File: src/rtl/line_print_arbiter_pkg.sv
// Shared types and constants for the line print arbiter.
package print_arb_pkg;

  localparam int DEFAULT_LINE_LEN = 76;
  localparam int ID_W             = 5;

  localparam logic [7:0] NL_CHAR  = 8'h0A;
  localparam logic [7:0] TAG_SEP  = ":";
  localparam logic [7:0] TAG_BASE = "a";

  typedef enum logic [2:0] {
    IDLE,
    TAG0,
    TAG1,
    STREAM,
    DRAIN,
    RULE,
    NL
  } arb_state_e;

endpackage

File: src/rtl/line_print_arbiter_if.sv
// Requester, rule and output-sink handshakes of the line print arbiter.
interface line_print_arbiter_if #(
  parameter int NUM_REQ = 4
);

  logic [NUM_REQ-1:0]      req_valid;
  logic [NUM_REQ-1:0][7:0] req_data;
  logic [NUM_REQ-1:0]      req_last;
  logic [NUM_REQ-1:0]      req_ready;
  logic                    rule_req;
  logic [7:0]              rule_char;
  logic                    rule_ack;
  logic                    out_valid;
  logic [7:0]              out_data;
  logic                    out_ready;

  modport master (
    output req_valid, req_data, req_last, rule_req, rule_char, out_ready,
    input  req_ready, rule_ack, out_valid, out_data
  );

  modport slave (
    input  req_valid, req_data, req_last, rule_req, rule_char, out_ready,
    output req_ready, rule_ack, out_valid, out_data
  );

endinterface

File: src/rtl/line_print_arbiter_rr.sv
// Round-robin picker: searches from one past the last granted index.
module rr_arbiter
  import print_arb_pkg::*;
#(
  parameter int NUM_REQ = 4
) (
  input  logic               clk,
  input  logic               rst_n,
  input  logic [NUM_REQ-1:0] req,
  input  logic               advance,
  output logic [NUM_REQ-1:0] grant,
  output logic [ID_W-1:0]    grant_idx,
  output logic               any_req
);

  logic [ID_W-1:0] ptr_q;

  // Find the first requesting index after the pointer, wrapping around.
  always_comb begin
    grant     = '0;
    grant_idx = '0;
    any_req   = 1'b0;
    for (int i = 1; i <= NUM_REQ; i++) begin
      int c;
      c = int'(ptr_q) + i;
      if (c >= NUM_REQ) c = c - NUM_REQ;
      if (!any_req && req[c]) begin
        any_req   = 1'b1;
        grant[c]  = 1'b1;
        grant_idx = ID_W'(c);
      end
    end
  end

  // Remember the last winner so the next search starts just after it.
  always_ff @(posedge clk or negedge rst_n) begin
    if (!rst_n)                  ptr_q <= ID_W'(NUM_REQ - 1);
    else if (advance && any_req) ptr_q <= grant_idx;
  end

endmodule

File: src/rtl/line_print_arbiter.sv
// Merges per-requester character lines into one tagged, width-limited
// output stream, with optional full-width rule lines.
module line_print_arbiter
  import print_arb_pkg::*;
#(
  parameter int NUM_REQ  = 4,
  parameter int LINE_LEN = DEFAULT_LINE_LEN
) (
  input  logic                clk,
  input  logic                rst_n,
  line_print_arbiter_if.slave bus,
  output logic [ID_W-1:0]     grant_id,
  output logic                trunc_pulse
);

  localparam int            CW       = $clog2(LINE_LEN + 1);
  localparam logic [CW-1:0] LAST_COL = CW'(LINE_LEN - 1);

  arb_state_e         state_q, state_d;
  logic [CW-1:0]      col_q, col_d;
  logic [NUM_REQ-1:0] oh_q, oh_d;
  logic [ID_W-1:0]    gid_q, gid_d;
  logic [7:0]         rchar_q, rchar_d;
  logic               rule_q, rule_d;

  logic [NUM_REQ-1:0] arb_grant;
  logic [ID_W-1:0]    arb_idx;
  logic               arb_any;
  logic               advance;

  logic               g_valid, g_last;
  logic [7:0]         g_data;

  rr_arbiter #(.NUM_REQ(NUM_REQ)) u_rr (
    .clk       (clk),
    .rst_n     (rst_n),
    .req       (bus.req_valid),
    .advance   (advance),
    .grant     (arb_grant),
    .grant_idx (arb_idx),
    .any_req   (arb_any)
  );

  // Select the granted requester's character lane.
  always_comb begin
    g_valid = 1'b0;
    g_last  = 1'b0;
    g_data  = '0;
    for (int i = 0; i < NUM_REQ; i++) begin
      if (oh_q[i]) begin
        g_valid = bus.req_valid[i];
        g_last  = bus.req_last[i];
        g_data  = bus.req_data[i];
      end
    end
  end

  // The index is only meaningful while a requester line is in flight.
  assign grant_id = (state_q == IDLE || rule_q) ? '0 : gid_q;

  // State register and per-line bookkeeping.
  always_ff @(posedge clk or negedge rst_n) begin
    if (!rst_n) begin
      state_q <= IDLE;
      col_q   <= '0;
      oh_q    <= '0;
      gid_q   <= '0;
      rchar_q <= '0;
      rule_q  <= 1'b0;
    end else begin
      state_q <= state_d;
      col_q   <= col_d;
      oh_q    <= oh_d;
      gid_q   <= gid_d;
      rchar_q <= rchar_d;
      rule_q  <= rule_d;
    end
  end

  // Next-state logic and all handshake outputs, decoded from the state.
  always_comb begin
    state_d       = state_q;
    col_d         = col_q;
    oh_d          = oh_q;
    gid_d         = gid_q;
    rchar_d       = rchar_q;
    rule_d        = rule_q;
    advance       = 1'b0;
    trunc_pulse   = 1'b0;
    bus.out_valid = 1'b0;
    bus.out_data  = '0;
    bus.req_ready = '0;
    bus.rule_ack  = 1'b0;

    case (state_q)
      IDLE: begin
        if (bus.rule_req) begin
          state_d = RULE;
          rchar_d = bus.rule_char;
          rule_d  = 1'b1;
          col_d   = '0;
        end else if (arb_any) begin
          state_d = TAG0;
          oh_d    = arb_grant;
          gid_d   = arb_idx;
          advance = 1'b1;
          col_d   = '0;
        end
      end
      TAG0: begin
        bus.out_valid = 1'b1;
        bus.out_data  = TAG_BASE + {3'b000, gid_q};
        if (bus.out_ready) begin
          col_d   = col_q + CW'(1);
          state_d = TAG1;
        end
      end
      TAG1: begin
        bus.out_valid = 1'b1;
        bus.out_data  = TAG_SEP;
        if (bus.out_ready) begin
          col_d   = col_q + CW'(1);
          state_d = STREAM;
        end
      end
      STREAM: begin
        bus.out_valid = g_valid;
        bus.out_data  = g_data;
        bus.req_ready = oh_q & {NUM_REQ{bus.out_ready}};
        if (g_valid && bus.out_ready) begin
          col_d = col_q + CW'(1);
          if (g_last) begin
            state_d = NL;
          end else if (col_q == LAST_COL) begin
            state_d     = DRAIN;
            trunc_pulse = 1'b1;
          end
        end
      end
      DRAIN: begin
        bus.req_ready = oh_q;
        if (g_valid && g_last) state_d = NL;
      end
      RULE: begin
        bus.out_valid = 1'b1;
        bus.out_data  = rchar_q;
        if (bus.out_ready) begin
          col_d = col_q + CW'(1);
          if (col_q == LAST_COL) state_d = NL;
        end
      end
      NL: begin
        bus.out_valid = 1'b1;
        bus.out_data  = NL_CHAR;
        if (bus.out_ready) begin
          bus.rule_ack = rule_q;
          rule_d       = 1'b0;
          col_d        = '0;
          state_d      = IDLE;
        end
      end
      default: state_d = IDLE;
    endcase
  end

endmodule

File: src/flat_wrapper.sv
// flat-port wrapper written by rule: the top's interface ports become plain ports
module line_print_arbiter_flat import print_arb_pkg::*;
#(
  parameter int NUM_REQ  = 4,
  parameter int LINE_LEN = DEFAULT_LINE_LEN
)
  (clk, rst_n, grant_id, trunc_pulse, bus_req_valid, bus_req_data, bus_req_last, bus_rule_req, bus_rule_char, bus_out_ready, bus_req_ready, bus_rule_ack, bus_out_valid, bus_out_data);
  line_print_arbiter_if #(.NUM_REQ(NUM_REQ)) bus_i ();
  input  logic clk;
  input  logic rst_n;
  output logic [ID_W-1:0] grant_id;
  output logic trunc_pulse;
  input wire logic [$bits(bus_i.req_valid)-1:0] bus_req_valid;
  input wire logic [$bits(bus_i.req_data)-1:0] bus_req_data;
  input wire logic [$bits(bus_i.req_last)-1:0] bus_req_last;
  input wire logic [$bits(bus_i.rule_req)-1:0] bus_rule_req;
  input wire logic [$bits(bus_i.rule_char)-1:0] bus_rule_char;
  input wire logic [$bits(bus_i.out_ready)-1:0] bus_out_ready;
  output wire logic [$bits(bus_i.req_ready)-1:0] bus_req_ready;
  output wire logic [$bits(bus_i.rule_ack)-1:0] bus_rule_ack;
  output wire logic [$bits(bus_i.out_valid)-1:0] bus_out_valid;
  output wire logic [$bits(bus_i.out_data)-1:0] bus_out_data;
  assign bus_i.req_valid = bus_req_valid;
  assign bus_i.req_data = bus_req_data;
  assign bus_i.req_last = bus_req_last;
  assign bus_i.rule_req = bus_rule_req;
  assign bus_i.rule_char = bus_rule_char;
  assign bus_i.out_ready = bus_out_ready;
  assign bus_req_ready = bus_i.req_ready;
  assign bus_rule_ack = bus_i.rule_ack;
  assign bus_out_valid = bus_i.out_valid;
  assign bus_out_data = bus_i.out_data;
  line_print_arbiter #(.NUM_REQ(NUM_REQ), .LINE_LEN(LINE_LEN)) u_core (.clk(clk), .rst_n(rst_n), .bus(bus_i), .grant_id(grant_id), .trunc_pulse(trunc_pulse));
endmodule
File: config.mk
export PLATFORM = sky130hd
export DESIGN_NAME = line_print_arbiter_flat
export DESIGN_NICKNAME = d
export VERILOG_FILES = /design/src/rtl/line_print_arbiter_pkg.sv /design/src/rtl/line_print_arbiter_if.sv /design/src/rtl/line_print_arbiter_rr.sv /design/src/rtl/line_print_arbiter.sv /design/src/flat_wrapper.sv
export SDC_FILE = /design/constraint.sdc
export NUM_CORES = 1
export LEC_CHECK = 0
export BUFFER_PORTS_ARGS = -buffer_cell sky130_fd_sc_hd__buf_2
export CORE_UTILIZATION = 52
export CTS_BUF_LIST = sky130_fd_sc_hd__clkbuf_4 sky130_fd_sc_hd__clkbuf_8
export DETAILED_ROUTE_END_ITERATION = 10
export GPL_TIMING_DRIVEN = 0
export PLACE_DENSITY = 0.82
export SLEW_MARGIN = 25
export SYNTH_ARGS = -nofsm -noshare
export SYNTH_HDL_FRONTEND = slang
export SYNTH_SLANG_ARGS = --single-unit
File: constraint.sdc
create_clock -name clk -period 3.1 [get_ports clk]
set_input_delay 0.62 -clock clk [delete_from_list [all_inputs] [get_ports clk]]
set_output_delay 0.62 -clock clk [all_outputs]
set_load 0.02 [all_outputs]
==> results by group, run 1 <==
Drt
  – DR top layer: met4
  – Drt total wl: 10.2 mm
  – Via density: 6.43
  – Vias: 3628
  – Met2 routed WL: 4.78 mm
  – DRC: 0
  – WL met3: 1.08 mm
  – Initial detailed-routing violation count: 240
  – Initial DRT Pass Iterations: 5
  – Met1 WL: 4.04 mm
  – Post-DR wirelength/cell: 18.0 um
  – Post-DRT Antenna Nets: 0

Final layout
  – Layout cells sized above 1: 29.0%
  – # diodes: 0
  – Sequential cell area: 828 sq um
  – Filler Cell Count: 508
  – Area of the multi-input gates: 2340 sq um
  – Layout area overhead: 20.8%
  – Nets: 559

Timing
  – Setup total negative slack: 0 ns
  – Clk_skew: 0.0159 ns
  – Final setup fails: 0
  – Hold Vio Cnt, Final: 0
  – RSZ-0062 raised after global routing: yes
  – Max frequency: 324 MHz
  – Hold Slack: 0.404 ns
  – Slew Limit Fails: 0
  – Period Utilization, post-route: 99.6%
  – Worst rel slew slack: 46.0%
  – Worst-margin pin slew: 0.810 ns
  – Final min period: 3.09 ns

Yosys
  – Register area share after synthesis: 24.6%
  – Mapped Nets: 474
  – Asr flop ratio synth: 100%
  – Count leader, synth: nor2_1
  – Ys Warns: 0
  – EDFF count, synth: 0
  – Largest area contributor in the netlist: dfrtp_1
  – Primary FF master, synth: dfrtp_1
  – Commonest cells post-synth: 32 x nor2_1, 31 x a21oi_1, 31 x dfrtp_1
  – Mapped cell area: 3370 sq um
  – Synth Instances: 403
  – Distinct cell type count after synthesis: 76
  – Yosys top cell area share: 23.0%
  – Top area cells in the synthesized netlist: dfrtp_1 23%, ha_1 7.1%, a21oi_1 4.6%
  – Register bit count reported by yosys: 33
  – Syn Area/Cell: 8.36 sq um

CTS
  – Total clock buffers created by CTS: 5
  – Clk sinks: 33
  – CTS Buffer Depth: 2
  – Post-CTS Hold Fix Bufs: 0
  – Latest clock arrival within the worst-skew pair: 0.30 ns
  – H-tree lvl count: 2
  – Worst-path clk slew: 0.09 ns
  – Root Driver: clkbuf_8
  – CTS tree: built

Power and ir drop
  – P per Cell Area: 1190 nW/um^2
  – Max VDD drop: 0.000645 V
  – Total Power: 0.00483 W
  – Leak Pwr: 1.81 nW

Critical path
  – Worst setup SP type: register
  – Crit Path Max Fanout: 10
  – Crit end category: register
  – R2R Path End: u_core.state_q[0]
  – Critical path arrival: 3.28 ns
  – FF-to-FF Start: u_core.u_rr.ptr_q[1]
  – Worst EP required: 3.29 ns
  – R2R cell count: 9
  – Register-to-register setup slack: 0.01 ns
  – CP Class: register to register

Run status
  – Outcome: finished, final reports clean

Floorplan
  – Die W: 82.5 um
  – Core area: 6100 sq um
  – Die area: 6810 sq um
  – Top-Level Pins: 72
  – Effective utilization at floorplan: 55.3%
  – Num rows: 28
  – Die height: 82.5 um

Worst hold path
  – Worst Hold Class: input pin to asynchronous set/reset pin

Place
  – HPWL Detailed: 7.40 mm
  – Final Wtd Congestion: 0.955
  – # port buffers: 68

Global routing
  – Vias in the first global route: 3198
  – First-pass GRT wire length: 15.3 mm
  – Largest net degree at the start of global routing: 34
  – Total gr overflow: 0
  – Antenna violations before repair: 0
  – Total Routing Usage GR: 30.1%

Flow run
  – Maxcap violations: 0
[report_power, final]
group / total (W) / switching, W / internal, W
clock network: 0.000507 / 0.000187 / 0.000320
registers: 0.000823 / 0.000191 / 0.000631
logic: 0.00350 / 0.00205 / 0.00146
total: 0.00483 / 0.00243 / 0.00241
[state kept, by name (all words and copies together), names as in the netlist]
signal             cells
u_core.col_q           7
u_core.rule_q          1
u_core.gid_q           5
u_core.rchar_q         8
u_core.state_q         3
u_core.u_rr.ptr_q      5
u_core.oh_q            4
[worst max path at each step]
stage / start / end / depth (start not counted)
finish: u_core.u_rr.ptr_q[1] / u_core.state_q[0] / 9
detailed placement: u_core.u_rr.ptr_q[0] / u_core.state_q[0] / 9
global route: u_core.u_rr.ptr_q[1] / u_core.state_q[0] / 9
CTS: u_core.u_rr.ptr_q[0] / u_core.state_q[0] / 9
global placement: u_core.u_rr.ptr_q[0] / u_core.state_q[0] / 9
floorplan: u_core.u_rr.ptr_q[0] / u_core.state_q[0] / 9
[what timing repair did]
action / in CTS / in global routing
endpoints found under the setup margin: 13 / 8
pin swaps: 0 / 2
setup buffers: 5 / 6
resized for setup: 3 / 6
cloned: 0 / 0
[placed cells by master, fill, tap and decap left out, types with 11 or more instances in the layout]
cell type and n:
ha_1 16, nor2b_1 19, o21ai_0 24, dfrtp_1 31, buf_4 13, buf_2 72
nor2_1 32, inv_1 13, clkbuf_1 11, a221oi_1 14, a21oi_1 31, nand2_1 24
[metal layers]
layer | vias up | track usage, %
met5 | - | 0
met2 | 231 | 51.0
met4 | 0 | 10.9
li1 | 1668 | -
met3 | 28 | 5.60
met1 | 1701 | 38.1
[logic make-up after synthesis]
logic type      share of synthesized area [%]
compound gates                           28.2
simple gates                             22.5
flops                                    24.6
other cells                             0.111
buf+inv                                  7.42
xor+xnor                                 4.05
fa+ha+maj                                7.05
mux                                      6.09
[per-stage QoR]
stage / utilization (%) / setup WS (ns) / instances / cell area (sq um)
after global placement: 62.4 / -0.146 / 546 / 3800
after detailed placement: 62.4 / -0.208 / 546 / 3800
after CTS: 65.5 / 0.0325 / 559 / 3990
after global routing: 66.8 / -0.0565 / 564 / 4070
after floorplan: - / 0.142 / 403 / 3370
final: 66.8 / 0.0110 / 564 / 4070
[layout make-up]
cell class | instances | area share (%)
Multi-Input combinational cell | 325 | 57.4
Sequential cell | 33 | 20.3
Timing Repair Buffer | 79 | 10.4
Buffer | 27 | 4.49
Tap cell | 75 | 2.30
Inverter | 17 | 1.75
Clock buffer | 5 | 1.69
Clock inverter | 3 | 1.60
[critical path: stages (launching register included)]
cell,delay (ns)
dfstp_2,0.54
buf_6,0.14
clkinvlp_4,0.24
ha_4,0.39
mux4_2,0.35
or4_4,0.55
nor3_4,0.16
a311o_2,0.17
a221o_2,0.14
mux2_4,0.29
Note: power is estimated with default switching activity, not from simulation.
==> run 2, diff against run 1 <==
CORE_MARGIN = 4   (was default)
==> run 2 against run 1 <==
  * Register-to-register slack about the same
  * Utilization down 2.0 points
  * Total power down 1.2%
  * Sequential share of layout area down 0.081 points
  * Cell count increased by 1.1%
  * First-iteration DRC count grew 110%
  * Clock skew decreased by 0.0094 ns
  * Maximum frequency increased by 0.33%
  * Largest power group unchanged
==> results by group, run 2 (synthesis gave the netlist of run 1 again) <==
Timing
  – Max frequency: 325 MHz
  – Period Utilization, post-route: 99.3%
  – Worst rel slew slack: 49.9%
  – Setup total negative slack: 0 ns
  – Hold Vio Cnt, Final: 0
  – Hold Slack: 0.395 ns
  – Final setup fails: 0
  – Worst-margin pin slew: 0.751 ns
  – Final min period: 3.08 ns
  – Slew Limit Fails: 0
  – Clk_skew: 0.00650 ns

Critical path
  – Crit end category: register
  – Cell-by-cell trace of the critical path: buf_8 -> clkinvlp_4 -> ha_4 -> mux4_2 -> buf_4 -> or4b_4 -> o41a_1 -> o311a_1 -> o31ai_1
  – CP max stage cell: dfstp_2
  – Critical path arrival: 3.26 ns
  – CP bufs+invs: 3
  – FF-to-FF Start: u_core.u_rr.ptr_q[0]
  – Worst setup SP type: register
  – CP top delay family: flip-flops
  – Critical path's largest stage delay: 0.60 ns
  – R2R Path End: u_core.gid_q[4]
  – CP Class: register to register
  – Worst EP required: 3.28 ns
  – Crit Path Max Fanout: 10
  – Register-to-register setup slack: 0.02 ns
  – R2R cell count: 9

Floorplan
  – Die area: 7830 sq um
  – Effective utilization at floorplan: 53.4%
  – Die height: 88.5 um
  – Die W: 88.5 um
  – Num rows: 29
  – Core area: 6310 sq um
  – Top-Level Pins: 72

Drt
  – Initial DRT Pass Iterations: 6
  – Vias: 3730
  – Drt total wl: 10.5 mm
  – Via density: 6.54
  – Post-DR wirelength/cell: 18.5 um
  – DRC: 0
  – Initial detailed-routing violation count: 497
  – Post-DRT Antenna Nets: 0

Final layout
  – Filler Cell Count: 519
  – Nets: 563
  – Area of the multi-input gates: 2350 sq um
  – # diodes: 0
  – Sequential cell area: 828 sq um
  – Max FFs per register: 8
  – Commonest non-fill, non-tap cells in the layout: 72 x buf_2, 32 x nor2_1, 31 x a21oi_1, 31 x dfrtp_1
  – Biggest regs: u_core.rchar_q x8, u_core.col_q x7
  – Layout cells sized above 1: 29.8%
  – Largest Register: u_core.rchar_q
  – Most common cell after layout, fill and taps aside: buf_2
  – Layout area overhead: 21.3%

Place
  – # port buffers: 68
  – Final Wtd Congestion: 0.955
  – HPWL Detailed: 7.50 mm

Power and ir drop
  – Sw power: 0.00248 W
  – Switching power share of the total: 51.9%
  – Leak Pwr: 1.82 nW
  – P_int: 0.00230 W
  – Combinational Power Share: 75.8%
  – Max VDD drop: 0.000593 V
  – P per Cell Area: 1170 nW/um^2
  – Reg power frac: 17.5%
  – Clk pwr share: 6.7%

CTS
  – Total clock buffers created by CTS: 5
  – Post-CTS Hold Fix Bufs: 0
  – Clk sinks: 33
  – Root Driver: clkbuf_8
  – CTS Buffer Depth: 2
  – CTS tree: built
  – Worst-path clk slew: 0.07 ns
  – Latest clock arrival within the worst-skew pair: 0.29 ns
  – H-tree lvl count: 2

Flow run
  – Maxcap violations: 0

Global routing
  – Total Routing Usage GR: 25.8%
  – Antenna violations before repair: 0
  – Largest net degree at the start of global routing: 34
  – Total gr overflow: 0
  – Vias in the first global route: 3333
  – First-pass GRT wire length: 16.0 mm

Run status
  – Outcome: finished, final reports clean

Worst hold path
  – Worst Hold Class: input pin to asynchronous set/reset pin
[run 2: changes by cell type in the layout (fill, tap and decap cells not counted), sizes merged]
cell,before,now
buf,90,94
bufinv,2,0
clkinv,2,3
clkinvlp,2,3
[run 2: how the worst max path moves through the flow]
| stage | start | endpoint | slack [ns] | depth (start not counted) |
|---|---|---|---|---|
| after global routing | u_core.u_rr.ptr_q[1] | u_core.oh_q[3] | -0.04 | 11 |
| after global placement | u_core.u_rr.ptr_q[0] | u_core.state_q[0] | -0.14 | 9 |
| final | u_core.u_rr.ptr_q[0] | u_core.gid_q[4] | 0.02 | 9 |
| after CTS | u_core.u_rr.ptr_q[0] | u_core.state_q[0] | -0.12 | 9 |
| after detailed placement | u_core.u_rr.ptr_q[0] | u_core.state_q[0] | -0.22 | 9 |
| after floorplan | u_core.u_rr.ptr_q[0] | u_core.state_q[0] | 0.14 | 9 |
[run 2: repair_timing]
action | in CTS | in global routing
setup endpoints to repair | 20 | 26
resized for setup | 4 | 11
pin swaps | 0 | 6
buffers inserted | 0 | 15
[run 2: cell type report]
cell class	count	area share (%)
Sequential cell	33	20.3
Inverter	17	1.74
Buffer	27	4.68
Timing Repair Buffer	83	11.4
Clock inverter	3	0.429
Multi-Input combinational cell	325	57.5
Clock buffer	5	1.68
Tap cell	77	2.36
[run 2: routing by layer]
layer | share of wire (%) | wire, um | global-route usage, % | vias to the layer above
li1 | - | - | - | 1687
met1 | 40 | 4190 | 34.7 | 1750
met2 | 47 | 4970 | 42.4 | 245
met3 | 9.5 | 996 | 3.54 | 48
met4 | 3.6 | 383 | 9.75 | 0
met5 | 0 | 0 | 0 | -
[run 2: power groups by stage]
stage | logic, W | registers [W] | clock network [W]
after floorplan | 0.00245 | 0.000774 | 0
after global placement | 0.00310 | 0.000829 | 0
after detailed placement | 0.00320 | 0.000841 | 0
after CTS | 0.00325 | 0.000834 | 0.000327
after global routing | 0.00391 | 0.000855 | 0.000350
final | 0.00362 | 0.000835 | 0.000321
[run 2: stage by stage]
step / setup slack (ns) / area (sq um) / power [W] / cells / util (%)
detailed placement: -0.222 / 3810 / 0.00404 / 548 / 60.3
global placement: -0.137 / 3810 / 0.00393 / 548 / 60.3
finish: 0.0213 / 4090 / 0.00478 / 570 / 64.7
floorplan: 0.142 / 3370 / 0.00323 / 403 / -
CTS: -0.115 / 3920 / 0.00441 / 556 / 62.1
global route: -0.0414 / 4090 / 0.00511 / 570 / 64.7
==> run 3, diff against run 2 <==
--- a/config.mk
+++ b/config.mk
@@ -7,10 +7,13 @@
 export LEC_CHECK = 0
 export BUFFER_PORTS_ARGS = -buffer_cell sky130_fd_sc_hd__buf_2
+export CELL_PAD_IN_SITES_DETAIL_PLACEMENT = 0
+export CELL_PAD_IN_SITES_GLOBAL_PLACEMENT = 1
 export CORE_MARGIN = 4
-export CORE_UTILIZATION = 52
+export CORE_UTILIZATION = 38
 export CTS_BUF_LIST = sky130_fd_sc_hd__clkbuf_4 sky130_fd_sc_hd__clkbuf_8
+export CTS_CLUSTER_DIAMETER = 120
 export DETAILED_ROUTE_END_ITERATION = 10
 export GPL_TIMING_DRIVEN = 0
-export PLACE_DENSITY = 0.82
+export PLACE_DENSITY = 0.81
 export SLEW_MARGIN = 25
 export SYNTH_ARGS = -nofsm -noshare
==> constraint.sdc (replaced) <==
create_clock -name clk -period 3.1 [get_ports clk]
set_input_delay 0.62 -clock clk [delete_from_list [all_inputs] [get_ports clk]]
set_output_delay 0.62 -clock clk [all_outputs]
set_load 0.005 [all_outputs]
==> run 3 against run 2 <==
  * Cell count grew 4.4%
  * Flip-flop and latch count is the same
  * Worst hold slack gained 0.0081 ns
  * Utilization shrank 18 points
  * Maximum frequency grew 1.6%
  * Critical endpoint is now u_core.state_q[0]
  * Sequential share of layout area grew 0.32 points
  * Routed wire length shrank 0.38%
  * Clock power grew 2%
  * Clock-buffer cell count is the same
  * Sequential power shrank 0.6%
  * Setup slack gained 0.048 ns
==> results by group, run 3 (synthesis gave the netlist of run 1 again) <==
Run status
  – Outcome: finished, final reports clean

Critical path
  – Worst EP required: 3.28 ns
  – Critical path arrival: 3.21 ns
  – Crit end category: register
  – Worst setup SP type: register
  – Crit Path Max Fanout: 10
  – CP Class: register to register
  – FF-to-FF Start: u_core.u_rr.ptr_q[0]
  – Critical path launch point: u_core.u_rr.ptr_q[0]

Final layout
  – Largest Register: u_core.rchar_q
  – Biggest regs: u_core.rchar_q x8, u_core.col_q x7
  – Commonest non-fill, non-tap cells in the layout: 72 x buf_2, 32 x nor2_1, 31 x a21oi_1, 31 x dfrtp_1
  – # diodes: 0
  – Layout cells sized above 1: 28.1%
  – Post-layout util: 46.4%
  – Max FFs per register: 8
  – Layout area overhead: 19.4%
  – Nets: 557
  – Most common cell after layout, fill and taps aside: buf_2

Drt
  – Initial detailed-routing violation count: 193
  – Drt total wl: 10.5 mm
  – Initial DRT Pass Iterations: 5
  – Post-DR wirelength/cell: 17.6 um
  – Post-DRT Antenna Nets: 0
  – DRC: 0
  – Via density: 5.84
  – Vias: 3476

Global routing
  – Total gr overflow: 0
  – Total Routing Usage GR: 19.4%
  – Largest net degree at the start of global routing: 34
  – First-pass GRT wire length: 16.0 mm
  – Vias in the first global route: 3129
  – Antenna violations before repair: 0

CTS
  – Clk sinks: 33
  – Root Driver: clkbuf_8
  – H-tree lvl count: 2
  – Latest clock arrival within the worst-skew pair: 0.29 ns
  – Worst-path clk slew: 0.08 ns
  – Post-CTS Hold Fix Bufs: 0
  – CTS tree: built
  – Total clock buffers created by CTS: 5
  – CTS Buffer Depth: 2

Floorplan
  – Core area: 8680 sq um
  – Die W: 102 um
  – Num rows: 34
  – Effective utilization at floorplan: 38.8%
  – Top-Level Pins: 72
  – Die area: 10400 sq um
  – Die height: 102 um

Place
  – # port buffers: 68
  – Final Wtd Congestion: 0.905
  – Worst slack at placement: -0.197 ns
  – HPWL Detailed: 7.89 mm

Power and ir drop
  – Combinational Power Share: 74.0%
  – Clk pwr share: 7.3%
  – P_int: 0.00220 W
  – Max VDD drop: 0.000259 V
  – Leak Pwr: 1.78 nW
  – P per Cell Area: 1100 nW/um^2
  – Reg power frac: 18.7%
  – Switching power share of the total: 50.4%
  – Sw power: 0.00224 W

Timing
  – RSZ-0062 raised after global routing: yes
  – Final setup fails: 0
  – Hold Vio Cnt, Final: 0
  – Worst-margin pin slew: 0.792 ns
  – Final setup margin: 0.0693 ns
  – Slew Limit Fails: 0
  – Clk_skew: 0.00936 ns
  – Max frequency: 330 MHz
  – Worst rel slew slack: 47.2%
  – Period Utilization, post-route: 97.8%
  – Final min period: 3.03 ns

Worst hold path
  – Worst Hold Class: input pin to asynchronous set/reset pin

Flow run
  – Maxcap violations: 0
[run 3: metrics by stage]
step	cell area, sq um	total power, W	hold slack, ns	TNS, ns	cells
2_1_floorplan	3370	0.00309	0.324	0	403
3_3_place_gp	3850	0.00387	0.457	-0.487	579
3_5_place_dp	3850	0.00391	0.465	-0.570	579
4_1_cts	3980	0.00433	0.427	0	591
5_1_grt	4020	0.00483	0.467	-0.0378	595
6_report	4020	0.00444	0.403	0	595
[run 3: cell type report]
class                           count  area (sq um)
Buffer                             27           183
Clock buffer                        5          68.8
Clock inverter                      3          17.5
Fill cell                         884          4650
Inverter                           17          67.6
Multi-Input combinational cell    325          2320
Sequential cell                    33           828
Tap cell                          108           135
Timing Repair Buffer               77           408
[run 3: final timing paths]
path	endpoint	slack (ns)	cells past startpoint
hold reg to reg	u_core.col_q[6]	0.47	1
min in group clk	u_core.col_q[6]	0.47	1
max in group asynchronous	u_core.col_q[1]	2.18	1
setup / recovery	u_core.state_q[0]	0.07	9
setup reg to reg	u_core.state_q[0]	0.07	9
hold / removal	u_core.state_q[0]	0.40	1
[run 3: power groups by stage]
stage / Sequential [W] / Combinational, W / Clock, W
5_1_grt: 0.000855 / 0.00362 / 0.000352
6_report: 0.000830 / 0.00329 / 0.000326
3_5_place_dp: 0.000855 / 0.00306 / 0
2_1_floorplan: 0.000774 / 0.00231 / 0
4_1_cts: 0.000825 / 0.00317 / 0.000335
3_3_place_gp: 0.000842 / 0.00303 / 0
[run 3: worst max-delay path, cell delays in order (launching register included)]
cell,delay [ns]
dfstp_2,0.56
buf_6,0.16
clkinvlp_4,0.17
ha_4,0.31
mux4_2,0.34
or4_4,0.60
nor3_2,0.17
a311o_2,0.17
a221o_2,0.14
mux2_4,0.30
[run 3: repair_timing]
action,4_1_cts,5_1_grt
endpoints found under the setup margin,21,8
setup buffers,4,5
gates resized for setup,3,2
pin swaps,0,1
[run 3: metal layers]
metal / up-vias / share of wire, % / GRT usage [%]
met2: 131 / 46 / 31.0
met5: - / 0 / 0
met4: 0 / 1.4 / 4.54
li1: 1669 / - / -
met1: 1664 / 46 / 27.3
met3: 12 / 6.9 / 3.41
